--- config.mk ---
export PLATFORM = sky130hd
export DESIGN_NAME = rf68000_nic_arbiter
export DESIGN_NICKNAME = d
export VERILOG_FILES = /design/src/rtl/rf68000_nic_arbiter.sv
export SDC_FILE = /design/constraint.sdc
export NUM_CORES = 1
export LEC_CHECK = 0
export ABC_AREA = 1
export BUFFER_PORTS_ARGS = -buffer_cell sky130_fd_sc_hd__buf_4
export CAP_MARGIN = 5
export CORE_MARGIN = 5
export CORE_UTILIZATION = 30
export DETAILED_ROUTE_END_ITERATION = 8
export PLACE_DENSITY = 0.65
export SYNTH_ARGS = -nofsm -noshare
export SYNTH_HDL_FRONTEND = slang
export SYNTH_SLANG_ARGS = --single-unit
export TNS_END_PERCENT = 1
--- constraint.sdc ---
create_clock -name clk_i -period 2.9 [get_ports clk_i]
set_input_delay 0.29 -clock clk_i [delete_from_list [all_inputs] [get_ports clk_i]]
set_output_delay 0.29 -clock clk_i [all_outputs]
set_load 0.02 [all_outputs]
--- src/rtl/rf68000_nic_arbiter.sv ---
// rf68000_nic_arbiter
//   Shares one ring NIC slave port among NREQ local bus masters.
//   Round-robin arbitration; a grant is held for the whole bus cycle.
//   A per-cycle timeout turns a lost ring response into err, and burst-read
//   asynchronous acknowledges (aack/atag) are routed back to the issuing
//   requester through a 16-entry outstanding-tag table indexed by adr[3:0].
//
// Ports
//   clk_i, rst_ni             clock, asynchronous active-low reset
//   r_cyc_i/stb_i/we_i        per-requester bus cycle controls      [NREQ]
//   r_cti_i/sel_i/adr_i/dat_i per-requester cycle type/selects/addr/data
//   r_ack_o/rty_o/err_o       per-requester responses               [NREQ]
//   r_aack_o, r_atag_o        async-ack pulse to owning requester and its tag
//   r_dat_o                   shared read data (qualify with ack/aack)
//   n_cyc_o..n_dat_o          registered request toward the NIC slave
//   n_ack_i..n_dat_i          NIC responses (sync ack/rty/err, async aack/atag)
//   gnt_o                     one-hot current grant
//   stray_o                   pulse: aack with no valid table entry
module rf68000_nic_arbiter #(
    parameter int NREQ = 4,
    parameter int TMO  = 1023
) (
    input  logic                 clk_i,
    input  logic                 rst_ni,
    input  logic [NREQ-1:0]      r_cyc_i,
    input  logic [NREQ-1:0]      r_stb_i,
    input  logic [NREQ-1:0]      r_we_i,
    input  logic [3*NREQ-1:0]    r_cti_i,
    input  logic [4*NREQ-1:0]    r_sel_i,
    input  logic [32*NREQ-1:0]   r_adr_i,
    input  logic [32*NREQ-1:0]   r_dat_i,
    output logic [NREQ-1:0]      r_ack_o,
    output logic [NREQ-1:0]      r_rty_o,
    output logic [NREQ-1:0]      r_err_o,
    output logic [NREQ-1:0]      r_aack_o,
    output logic [31:0]          r_dat_o,
    output logic [3:0]           r_atag_o,
    output logic                 n_cyc_o,
    output logic                 n_stb_o,
    output logic                 n_we_o,
    output logic [2:0]           n_cti_o,
    output logic [3:0]           n_sel_o,
    output logic [31:0]          n_adr_o,
    output logic [31:0]          n_dat_o,
    input  logic                 n_ack_i,
    input  logic                 n_rty_i,
    input  logic                 n_err_i,
    input  logic                 n_aack_i,
    input  logic [3:0]           n_atag_i,
    input  logic [31:0]          n_dat_i,
    output logic [NREQ-1:0]      gnt_o,
    output logic                 stray_o
);

    localparam int IW = (NREQ > 1) ? $clog2(NREQ) : 1;

    typedef enum logic [1:0] {IDLE, BUSY, TERM} state_t;
    typedef enum logic [1:0] {RSP_NONE, RSP_ACK, RSP_ERR, RSP_RTY} rsp_t;

    // Burst reads complete asynchronously and therefore own a tag.
    function automatic logic is_burst_read(input logic we, input logic [2:0] cti);
        return !we && (cti == 3'b001 || cti == 3'b111);
    endfunction

    state_t            state_q, state_d;
    rsp_t              rsp_q, rsp_d;
    logic [IW-1:0]     gidx_q, gidx_d, rr_q, rr_d;
    logic [NREQ-1:0]   gnt_d;
    logic [9:0]        tmo_q, tmo_d;
    logic              ack_pend_q, ack_pend_d;
    logic [31:0]       rdat_q, rdat_d;
    logic              n_cyc_d, n_stb_d, n_we_d;
    logic [2:0]        n_cti_d;
    logic [3:0]        n_sel_d;
    logic [31:0]       n_adr_d, n_dat_d;
    logic [15:0]       tag_vld_q, tag_vld_d;
    logic [IW-1:0]     tag_own_q [16];
    logic              own_we;
    logic [NREQ-1:0]   elig;
    logic              win_vld;
    logic [IW-1:0]     win_idx, cand;
    logic              aack_hit, rsp_done;

    // A burst read whose tag is still outstanding must wait for its aack.
    always_comb begin
        elig = '0;
        for (int i = 0; i < NREQ; i++) begin
            elig[i] = r_cyc_i[i] && r_stb_i[i] &&
                      !(is_burst_read(r_we_i[i], r_cti_i[3*i +: 3]) &&
                        tag_vld_q[r_adr_i[32*i +: 4]]);
        end
    end

    // Scan from rr+1 upward; iterating downward lets the nearest candidate win.
    always_comb begin
        win_vld = 1'b0;
        win_idx = '0;
        cand    = '0;
        for (int k = NREQ; k >= 1; k--) begin
            cand = IW'((int'(rr_q) + k) % NREQ);
            if (elig[cand]) begin
                win_vld = 1'b1;
                win_idx = cand;
            end
        end
    end

    always_comb begin
        // NOTE: every signal written here gets a default first, so no path can infer a latch.
        state_d    = state_q;
        rsp_d      = rsp_q;
        gidx_d     = gidx_q;
        gnt_d      = gnt_o;
        rr_d       = rr_q;
        tmo_d      = tmo_q;
        ack_pend_d = ack_pend_q;
        rdat_d     = rdat_q;
        n_cyc_d    = n_cyc_o;
        n_stb_d    = n_stb_o;
        n_we_d     = n_we_o;
        n_cti_d    = n_cti_o;
        n_sel_d    = n_sel_o;
        n_adr_d    = n_adr_o;
        n_dat_d    = n_dat_o;
        tag_vld_d  = tag_vld_q;
        own_we     = 1'b0;
        rsp_done   = 1'b0;
        r_ack_o    = '0;
        r_rty_o    = '0;
        r_err_o    = '0;
        r_aack_o   = '0;
        r_atag_o   = '0;
        r_dat_o    = '0;
        stray_o    = 1'b0;

        // Async acks are independent of the FSM; the clear comes before any
        // set below so that a same-cycle set of the same tag wins.
        aack_hit = n_aack_i && tag_vld_q[n_atag_i];
        if (n_aack_i) begin
            if (aack_hit) begin
                r_aack_o[tag_own_q[n_atag_i]] = 1'b1;
                r_atag_o                      = n_atag_i;
                tag_vld_d[n_atag_i]           = 1'b0;
            end else begin
                stray_o = 1'b1;
            end
        end

        unique case (state_q)
            IDLE: begin
                ack_pend_d = 1'b0;
                tmo_d      = '0;
                if (win_vld) begin
                    gidx_d  = win_idx;
                    gnt_d   = NREQ'(1) << win_idx;
                    n_cyc_d = 1'b1;
                    n_stb_d = 1'b1;
                    n_we_d  = r_we_i[win_idx];
                    n_cti_d = r_cti_i[3*win_idx +: 3];
                    n_sel_d = r_sel_i[4*win_idx +: 4];
                    n_adr_d = r_adr_i[32*win_idx +: 32];
                    n_dat_d = r_dat_i[32*win_idx +: 32];
                    state_d = BUSY;
                end
            end
            BUSY: begin
                tmo_d = tmo_q + 10'd1;
                if (!r_cyc_i[gidx_q]) begin
                    // Requester abandoned the cycle: no response is given.
                    n_cyc_d    = 1'b0;
                    n_stb_d    = 1'b0;
                    gnt_d      = '0;
                    rr_d       = gidx_q;
                    tmo_d      = '0;
                    ack_pend_d = 1'b0;
                    state_d    = IDLE;
                end else if (n_ack_i || ack_pend_q) begin
                    // r_dat_o belongs to a coincident aack, so the sync ack waits a cycle.
                    if (n_aack_i) begin
                        ack_pend_d = 1'b1;
                    end else begin
                        r_ack_o[gidx_q] = 1'b1;
                        r_dat_o         = n_dat_i;
                        rdat_d          = n_dat_i;
                        rsp_d           = RSP_ACK;
                        ack_pend_d      = 1'b0;
                        rsp_done        = 1'b1;
                        if (is_burst_read(n_we_o, n_cti_o)) begin
                            tag_vld_d[n_adr_o[3:0]] = 1'b1;
                            own_we                  = 1'b1;
                        end
                    end
                end else if (n_err_i || tmo_q == 10'(TMO)) begin
                    r_err_o[gidx_q] = 1'b1;
                    rsp_d           = RSP_ERR;
                    rsp_done        = 1'b1;
                end else if (n_rty_i) begin
                    r_rty_o[gidx_q] = 1'b1;
                    rsp_d           = RSP_RTY;
                    rsp_done        = 1'b1;
                end
                if (rsp_done) begin
                    n_cyc_d = 1'b0;
                    n_stb_d = 1'b0;
                    rr_d    = gidx_q;
                    tmo_d   = '0;
                    state_d = TERM;
                end
            end
            TERM: begin
                if (r_cyc_i[gidx_q] && r_stb_i[gidx_q]) begin
                    r_ack_o[gidx_q] = (rsp_q == RSP_ACK);
                    r_err_o[gidx_q] = (rsp_q == RSP_ERR);
                    r_rty_o[gidx_q] = (rsp_q == RSP_RTY);
                    if (rsp_q == RSP_ACK) r_dat_o = rdat_q;
                end else begin
                    gnt_d   = '0;
                    rsp_d   = RSP_NONE;
                    state_d = IDLE;
                end
            end
            default: state_d = IDLE;
        endcase

        if (aack_hit) r_dat_o = n_dat_i;
    end

    // NOTE: sequential state uses non-blocking assignments only, so every register samples pre-edge values.
    always_ff @(posedge clk_i or negedge rst_ni) begin
        if (!rst_ni) begin
            state_q    <= IDLE;
            rsp_q      <= RSP_NONE;
            gidx_q     <= '0;
            gnt_o      <= '0;
            rr_q       <= '0;
            tmo_q      <= '0;
            ack_pend_q <= 1'b0;
            rdat_q     <= '0;
            n_cyc_o    <= 1'b0;
            n_stb_o    <= 1'b0;
            n_we_o     <= 1'b0;
            n_cti_o    <= '0;
            n_sel_o    <= '0;
            n_adr_o    <= '0;
            n_dat_o    <= '0;
            tag_vld_q  <= '0;
        end else begin
            state_q    <= state_d;
            rsp_q      <= rsp_d;
            gidx_q     <= gidx_d;
            gnt_o      <= gnt_d;
            rr_q       <= rr_d;
            tmo_q      <= tmo_d;
            ack_pend_q <= ack_pend_d;
            rdat_q     <= rdat_d;
            n_cyc_o    <= n_cyc_d;
            n_stb_o    <= n_stb_d;
            n_we_o     <= n_we_d;
            n_cti_o    <= n_cti_d;
            n_sel_o    <= n_sel_d;
            n_adr_o    <= n_adr_d;
            n_dat_o    <= n_dat_d;
            tag_vld_q  <= tag_vld_d;
        end
    end

    // NOTE: owner fields are storage without reset; they are only read when the valid bit is set.
    always_ff @(posedge clk_i) begin
        if (own_we) tag_own_q[n_adr_o[3:0]] <= gidx_q;
    end

endmodule

==> impl_metrics.sql, run 1 <==
INSERT INTO impl_metrics (metric_group, metric, value, unit) VALUES
('route', 'detail_route.wirelength', '49.67', 'mm'),
('floorplan', 'core_region_area', '38830', 'sq um'),
('final_layout', 'syn_to_final_growth', '45.06', '%'),
('critical_path', 'worst-path-max-fanout', '24', ''),
('floorplan', 'initial_utilization', '30.45', '%'),
('power_and_ir_drop', 'total_power', '18.80', 'mW'),
('logic_synthesis', 'synth-edff-count', '32', ''),
('floorplan', 'dieHeight', '208.5', 'microns'),
('logic_synthesis', 'yosys_warnings', '0', ''),
('cts', 'cts.sinks', '176', ''),
('critical_path', 'worstSetupPathDepth', '11', ''),
('global_route', 'maximum_number_of_pins_on_one_net_before_global_route_repair', '98', ''),
('global_route', 'first_global_vias', '13280', ''),
('cts', 'cts-buffers-inserted', '17', ''),
('route', 'drt_drc_violations_left', '0', ''),
('route', 'drt-wirelength-per-cell', '17.72', 'microns'),
('logic_synthesis', 'yosys_register_bits', '176', ''),
('route', 'drt_first_pass_iters', '8', ''),
('critical_path', 'cp-start-kind', 'register', ''),
('place', 'post-dp-hpwl', '35.52', 'mm'),
('place', 'port_buffers', '468', ''),
('logic_synthesis', 'synth_top_area_share', '30.48', '%'),
('logic_synthesis', 'synth_top_cells_by_area', 'sky130_fd_sc_hd__dfrtp_1 (30%), sky130_fd_sc_hd__nand2_1 (23%), sky130_fd_sc_hd__nand3_1 (11%)', ''),
('power_and_ir_drop', 'power_density', '1096', 'nW/um^2'),
('final_layout', 'mostFrequentLayoutCells', 'sky130_fd_sc_hd__nand2_1 (722), sky130_fd_sc_hd__buf_4 (496), sky130_fd_sc_hd__nand3_1 (265)', ''),
('hold_path', 'min_path_cells', '3', ''),
('floorplan', 'chipWidth', '208.5', 'microns'),
('critical_path', 'end_kind', 'primary output', ''),
('power_and_ir_drop', 'total_leakage_power', '9.218', 'nW'),
('critical_path', 'criticalPathCategory', 'register to primary output', ''),
('final_layout', 'number_of_nets_in_the_layout', '2612', ''),
('timing', 'skew', '0.01450', 'ns'),
('place', 'place_ws', '-0.1324', 'ns'),
('timing', 'number_of_pins_with_negative_max_slew_slack_in_the_final_report', '0', ''),
('timing', 'finalSetupViolCount', '0', ''),
('floorplan', 'floorplan_row_count', '72', ''),
('floorplan', 'io_pins', '469', ''),
('logic_synthesis', 'synth-main-ff-cell', 'sky130_fd_sc_hd__dfrtp_1', ''),
('global_route', 'gr-total-overflow', '0', ''),
('cts', 'clock_pin_slew_on_the_worst_setup_and_hold_paths', '0.07', 'ns'),
('logic_synthesis', 'synth.distinct_cells', '38', ''),
('status', 'outcome', 'completed', ''),
('critical_path', 'buffering_stage_count_on_the_worst_path_with_inverters_included', '3', ''),
('logic_synthesis', 'post-synth-top-area-cell', 'sky130_fd_sc_hd__dfrtp_1', ''),
('final_layout', 'most_common_cell_after_layout_fill_and_taps_aside', 'sky130_fd_sc_hd__nand2_1', ''),
('global_route', 'gr-usage-all-layers', '21.03', '%'),
('timing', 'report.final.hold_viol_count', '0', ''),
('logic_synthesis', 'ys_seq_area_share', '38.61', '%'),
('critical_path', 'cp.arrival', '2.56', 'ns'),
('cts', 'tritoncts_clock_tree', 'yes', ''),
('route', 'postRouteAntennaNets', '0', ''),
('critical_path', 'reg2reg_depth', '20', ''),
('power_and_ir_drop', 'peakVddDrop', '590.1', 'uV'),
('critical_path', 'required_arrival_time_at_the_worst_endpoint', '2.61', 'ns'),
('critical_path', 'path_cells', 'inv_2 > nor2_4 > a22o_1 > a221oi_4 > nor2_4 > nand3_4 > clkbuf_16 > nor2_1 > a21oi_1 > o22ai_1 > buf_4', ''),
('timing', 'final.setup.worst_slack', '0.05165', 'ns'),
('cts', 'ctsHtreeMaxLevel', '4', ''),
('global_route', 'grt_first_pass_wirelength', '73.74', 'mm'),
('critical_path', 'cp_top_family', 'compound AO/OA/AOI/OAI gates', ''),
('logic_synthesis', 'synthesis.instances', '1827', ''),
('timing', 'final_period_minus_worst_setup_slack', '2.848', 'ns'),
('cts', 'clk_path_buf_depth', '2', ''),
('hold_path', 'hp-class', 'input pin to register', ''),
('cts', 'clockRootBuffer', 'sky130_fd_sc_hd__clkbuf_16', ''),
('timing', 'post_route_worst_hold_slack', '0.1060', 'ns'),
('logic_synthesis', 'postSynth.asyncResetShare', '81.82', '%'),
('final_layout', 'nFillCells', '3942', ''),
('global_route', 'antenna_found_initial', '3', ''),
('critical_path', 'critical_path.max_stage_delay', '0.46', 'ns'),
('cts', 'worstSkewPairLatency', '0.45', 'ns'),
('timing', 'fin_crit_sh', '98.22', '%');
where the power goes:
group / internal, mW / switching [mW]
clock network: 1.15 / 1.16
logic: 4.60 / 7.68
registers: 3.50 / 0.716
total: 9.24 / 9.56
worst min-delay path: cells and delay by family:
family,cells,cell delay [ns]
and+or+nand+nor,1,0.08
AOI/OAI and AO/OA,1,0.08
buffers and inverters,1,0.08
cell type report:
cell class	instances	area, sq um	share of cell area [%]
antenna	3	7.507	0.04378
clock buffer	18	429.2	2.503
clock inverter	14	147.6	0.8610
inverter	214	805.8	4.699
multi-input combinational	1335	6202	36.17
sequential	176	4586	26.74
tap	518	648.1	3.780
timing repair buffer	525	4322	25.20
synth_stat cells (all sizes together) (2+ instances only):
cell type	count
o31ai	2
nand2	737
dfrtp	144
inv	213
o211ai	23
a21oi	38
o21ai	75
clkbuf	32
nor2	91
a32o	2
edfxtp	32
buf	72
nand3	269
ha	5
nor3	3
nor4	2
xor2	6
nand4	5
or2	3
a22oi	25
o22ai	38
a211oi	2
per-layer routing:
layer / track usage, % / part of all wire, % / vias up
met1: 26.53 / 41 / 6361
met2: 35.94 / 49 / 599
met4: 6.002 / 2.2 / 0
li1: - / - / 6731
met3: 5.046 / 7.5 / 72
met5: 0 / 0 / -
stage by stage:
stage                     cell area (sq um)   TNS, ns  cells
after detailed placement              15970    -2.273   2747
after global routing                  17150    -1.430   2803
after global placement                15970  -0.03986   2747
after CTS                             16600   -0.3726   2780
final                                 17150         0   2803
after floorplan                       11820         0   1827
cell families (layout without fill, tap and decap cells):
group / after synthesis / count (layout) / synth area share (%)
xor gates and xnor gates: 7 / 7 / 0.5186
adders and majority gates: 5 / 5 / 0.5292
muxes: 1 / 1 / 0.08468
other: 0 / 3 / 0
and+or+nand+nor: 1110 / 1112 / 38.46
buffers and inverters: 318 / 771 / 11.00
AOI/OAI and AO/OA: 210 / 210 / 10.80
DFF: 176 / 176 / 38.61
path summary, 6_finish.rpt:
check | startpoint | end | slack (ns)
setup / recovery | gidx_q[1] | r_dat_o[1] | 0.05
hold / removal | r_dat_i[25] | n_dat_o[25] | 0.11
hold reg to reg | n_adr_o[11] | n_adr_o[11] | 0.49
setup reg to reg | tag_vld_q[0] | n_dat_o[10] | 0.17
min in group asynchronous | rst_ni | rdat_q[26] | 0.43
max in group asynchronous | rst_ni | tag_vld_q[7] | 1.65
timing repair:
| item | in CTS | in global routing |
|---|---|---|
| gates resized for setup | 12 | 71 |
| hold endpoints to repair | 67 | 0 |
| cloned | 0 | 9 |
| hold buffers | 1 | 0 |
| pin swaps | 1 | 2 |
| setup buffers | 0 | 11 |
| endpoints found under the setup margin | 60 | 135 |
state kept, by name (all words and copies together), names as in the netlist:
register,count
n_stb_o,1
rsp_q,2
state_q,2
n_we_o,1
gidx_q,2
n_cti_o,3
gnt_o,4
ack_pend_q,1
n_adr_o,32
rdat_q,32
n_sel_o,4
tag_own_q,32
tag_vld_q,16
n_dat_o,32
rr_q,2
tmo_q,10
No activity file was read; power rests on OpenSTA's default activity.
==> run 2, diff against run 1 <==
--- a/config.mk
+++ b/config.mk
@@ -5,13 +5,13 @@
 export SDC_FILE = /design/constraint.sdc
 export NUM_CORES = 1
 export LEC_CHECK = 0
-export ABC_AREA = 1
 export BUFFER_PORTS_ARGS = -buffer_cell sky130_fd_sc_hd__buf_4
-export CAP_MARGIN = 5
+export CAP_MARGIN = 30
 export CORE_MARGIN = 5
 export CORE_UTILIZATION = 30
 export DETAILED_ROUTE_END_ITERATION = 8
 export PLACE_DENSITY = 0.65
+export RECOVER_POWER = 25
 export SYNTH_ARGS = -nofsm -noshare
 export SYNTH_HDL_FRONTEND = slang
 export SYNTH_SLANG_ARGS = --single-unit
==> run 2 against run 1 <==
  * The flow now finishes with violations (max-capacitance violations, max-slew violations, negative setup slack)
  * Critical path type unchanged
  * Clock power grew 7%
  * Cell area grew 1.1%
  * Die area shrank 2.3%
  * Non-clock buffer count grew 45
  * Synthesized cell count shrank 42%
  * Highest routed layer is now met5
==> impl_metrics.sql, run 2 <==
INSERT INTO impl_metrics (metric_group, metric, value, unit) VALUES
('cts', 'clockRootBuffer', 'sky130_fd_sc_hd__clkbuf_16', ''),
('power_and_ir_drop', 'total_power', '13.74', 'mW'),
('place', 'finalWeightedCongestion', '0.8990', ''),
('logic_synthesis', 'synthesis.instances', '1053', ''),
('logic_synthesis', 'yosys_warnings', '0', ''),
('critical_path', 'criticalPathCategory', 'register to primary output', ''),
('timing', 'final_period_minus_worst_setup_slack', '3.249', 'ns'),
('route', 'route.detailed.vias_per_inst', '5.366', ''),
('place', 'placed_area', '16360', 'sq um'),
('critical_path', 'buffering_stage_count_on_the_worst_path_with_inverters_included', '4', ''),
('place', 'placedCellCount', '2026', ''),
('floorplan', 'floorplan_row_count', '71', ''),
('logic_synthesis', 'post_synth.cell_area_avg', '10.96', 'sq um'),
('timing', 'fin_crit_sh', '112.0', '%'),
('timing', 'post_route_worst_hold_slack', '0.1037', 'ns'),
('global_route', 'top_usage_layer', 'met2', ''),
('logic_synthesis', 'synth.distinct_cells', '61', ''),
('final_layout', 'syn_to_final_growth', '50.26', '%'),
('global_route', 'antenna_found_initial', '10', ''),
('global_route', 'gr-total-overflow', '0', ''),
('route', 'detail_route.iter0.violations', '812', ''),
('cts', 'clk_path_buf_depth', '2', ''),
('hold_path', 'hp-class', 'input pin to register', ''),
('logic_synthesis', 'synth.net_count', '1396', ''),
('critical_path', 'reg2reg_depth', '13', ''),
('logic_synthesis', 'postSynth.asyncResetShare', '81.82', '%'),
('timing', 'report.final.hold_viol_count', '0', ''),
('logic_synthesis', 'synth_top_area_share', '31.23', '%'),
('logic_synthesis', 'synth_top_cells_by_area', 'sky130_fd_sc_hd__dfrtp_1 (31%), sky130_fd_sc_hd__a221oi_2 (9.4%), sky130_fd_sc_hd__edfxtp_1 (8.3%)', ''),
('floorplan', 'fp.dieArea', '42480', 'sq um'),
('route', 'postRouteAntennaNets', '0', ''),
('final_layout', 'most_common_cell_after_layout_fill_and_taps_aside', 'sky130_fd_sc_hd__buf_4', ''),
('logic_synthesis', 'synth-main-ff-cell', 'sky130_fd_sc_hd__dfrtp_1', ''),
('critical_path', 'cp-start-kind', 'register', ''),
('global_route', 'first_global_vias', '11470', ''),
('global_route', 'met3_routing_resource_usage_after_global_routing', '6.575', '%'),
('timing', 'skew', '0.02214', 'ns'),
('logic_synthesis', 'combinational_family_with_the_most_area_after_synthesis', 'compound AO/OA/AOI/OAI gates', ''),
('logic_synthesis', 'yosys.area_share.adder', '0.5422', '%'),
('hold_path', 'min_path_cells', '2', ''),
('timing', 'number_of_pins_with_negative_max_slew_slack_in_the_final_report', '62', ''),
('critical_path', 'cp_top_family', 'multiplexers', ''),
('place', 'port_buffers', '468', ''),
('floorplan', 'core_region_area', '37840', 'sq um'),
('timing', 'final.setup.worst_slack', '-0.3491', 'ns'),
('critical_path', 'critical_path.max_stage_delay', '0.50', 'ns'),
('critical_path', 'worst-path-max-fanout', '8', ''),
('timing', 'grt_setup_unrepaired', 'yes', ''),
('final_layout', 'final_layout_size_suffix_gt1_share', '50.51', '%'),
('cts', 'ctsHtreeMaxLevel', '4', ''),
('logic_synthesis', 'yosys_register_bits', '176', ''),
('global_route', 'gr-usage-all-layers', '22.20', '%'),
('route', 'drt_first_pass_iters', '4', ''),
('global_route', 'grt_first_pass_wirelength', '71.55', 'mm'),
('final_layout', 'mostFrequentLayoutCells', 'sky130_fd_sc_hd__buf_4 (518), sky130_fd_sc_hd__dfrtp_1 (144), sky130_fd_sc_hd__nor2_1 (121)', ''),
('final_layout', 'nFillCells', '3542', ''),
('floorplan', 'chipWidth', '206.1', 'microns'),
('route', 'vias', '11150', ''),
('route', 'drt_drc_violations_left', '0', ''),
('logic_synthesis', 'post-synth-top-area-cell', 'sky130_fd_sc_hd__dfrtp_1', ''),
('logic_synthesis', 'synth_compound_area_share', '28.75', '%'),
('logic_synthesis', 'ys_seq_area_share', '39.56', '%'),
('critical_path', 'critical_path.slowest_cell', 'sky130_fd_sc_hd__mux4_2', ''),
('power_and_ir_drop', 'peakVddDrop', '486.1', 'uV'),
('logic_synthesis', 'synthMostInstantiatedCell', 'sky130_fd_sc_hd__dfrtp_1', ''),
('critical_path', 'timing.critical_path.mode_cell', 'sky130_fd_sc_hd__buf_6', ''),
('logic_synthesis', 'yosys.area_share.xor_xnor', '0.5314', '%'),
('route', 'drt-wirelength-per-cell', '23.53', 'microns'),
('cts', 'clock_pin_slew_on_the_worst_setup_and_hold_paths', '0.08', 'ns'),
('critical_path', 'required_arrival_time_at_the_worst_endpoint', '2.61', 'ns'),
('cts', 'cts-buffers-inserted', '17', ''),
('critical_path', 'end_kind', 'primary output', ''),
('final_layout', 'number_of_nets_in_the_layout', '1888', ''),
('floorplan', 'io_pins', '469', ''),
('timing', 'finalSetupViolCount', '109', ''),
('logic_synthesis', 'mux_contribution_to_synthesized_area', '15.76', '%'),
('place', 'post-dp-hpwl', '38.84', 'mm'),
('power_and_ir_drop', 'total_leakage_power', '7.706', 'nW'),
('global_route', 'gr-usage-met2', '38.22', '%'),
('cts', 'worstSkewPairLatency', '0.45', 'ns'),
('logic_synthesis', 'synth_area', '11540', 'sq um'),
('global_route', 'grt_use_met1', '26.70', '%'),
('global_route', 'maximum_number_of_pins_on_one_net_before_global_route_repair', '66', ''),
('timing', 'timing.max_slew.rel_slack', '-23.28', '%'),
('critical_path', 'worstSetupPathDepth', '10', ''),
('flow_run', 'drv.max_cap_violation_count', '1', ''),
('logic_synthesis', 'synth.cells.most_frequent', 'sky130_fd_sc_hd__dfrtp_1 (144), sky130_fd_sc_hd__nor2_1 (121), sky130_fd_sc_hd__mux2i_1 (86)', ''),
('timing', 'least_margin_pin_slew', '1.849', 'ns'),
('cts', 'cts.sinks', '176', ''),
('timing', 'maxClockFrequency', '307.8', 'MHz'),
('floorplan', 'dieHeight', '206.1', 'microns'),
('final_layout', 'finish.cell_count_without_fillers', '2078', ''),
('route', 'detail_route.wirelength', '48.89', 'mm'),
('cts', 'tritoncts_clock_tree', 'yes', ''),
('final_layout', 'post-route-cell-area', '17340', 'sq um'),
('power_and_ir_drop', 'power_density', '792.4', 'nW/um^2'),
('critical_path', 'cp.arrival', '2.96', 'ns'),
('logic_synthesis', 'synthSimpleGateAreaFrac', '9.543', '%'),
('status', 'violations', 'max-capacitance violations, max-slew violations, negative setup slack', ''),
('floorplan', 'initial_utilization', '30.49', '%'),
('logic_synthesis', 'synth-edff-count', '32', ''),
('status', 'outcome', 'finished, violations left', ''),
('critical_path', 'path_cells', 'mux4_2 > mux4_2 > and2_4 > nor4b_4 > buf_6 > buf_6 > buf_8 > a22o_1 > a22o_4 > buf_6', ''),
('final_layout', 'final_util', '45.81', '%');
run 2: logic make-up after synthesis:
kind of cell	count (synthesis)
multiplexers	149
adder cells (fa/ha/maj)	5
flip-flops	176
AO/OA/AOI/OAI	365
XOR/XNOR	7
AND/OR/NAND/NOR	239
buffers and inverters	112
run 2: per-layer routing:
metal / wire [microns] / vias to the layer above
met2: 24690 / 496
met3: 4200 / 51
met4: 1119 / 4
met5: 40 / -
li1: - / 5089
met1: 18840 / 5511
run 2: metrics by stage:
stage                     worst slack (ns)  TNS (ns)
final                              -0.3491    -23.99
after global routing               -0.5025    -39.14
after CTS                          -0.3575    -25.66
after detailed placement           -0.3159    -16.17
after global placement             -0.2593    -11.56
after floorplan                    0.02130         0
run 2: layout make-up:
class,count,area [sq um],share of cell area [%]
diodes,9,22.52,0.1299
well taps,511,639.4,3.688
repair buffers,570,4653,26.84
multi-input cells,765,6778,39.10
clock inverters,14,192.7,1.112
flip-flops and latches,176,4564,26.33
clock buffers,18,429.2,2.476
inverters,15,56.30,0.3248
run 2: repair_timing:
| item | CTS | global route |
|---|---|---|
| cloned | 2 | 0 |
| endpoints found under the hold margin | 58 | 0 |
| pin swaps | 87 | 17 |
| setup endpoints to repair | 117 | 126 |
| hold buffers | 1 | 0 |
| gates resized for setup | 40 | 15 |
| buffers inserted | 7 | 1 |
run 2: worst paths after layout:
path,startpoint,end,slack [ns]
min in group asynchronous,rst_ni,rdat_q[24],0.88
min,n_dat_i[16],rdat_q[16],0.10
min reg2reg,tmo_q[9],tmo_q[9],0.49
max in group asynchronous,rst_ni,rdat_q[6],0.86
max,tag_vld_q[15],r_dat_o[16],-0.35
max reg2reg,tag_vld_q[15],n_dat_o[28],-0.25
run 2: power breakdown:
group          leakage [nW]  switching (mW)  internal (mW)
Combinational          5.39            3.98           3.22
Clock                 0.302            1.16           1.32
Sequential             2.01           0.615           3.44
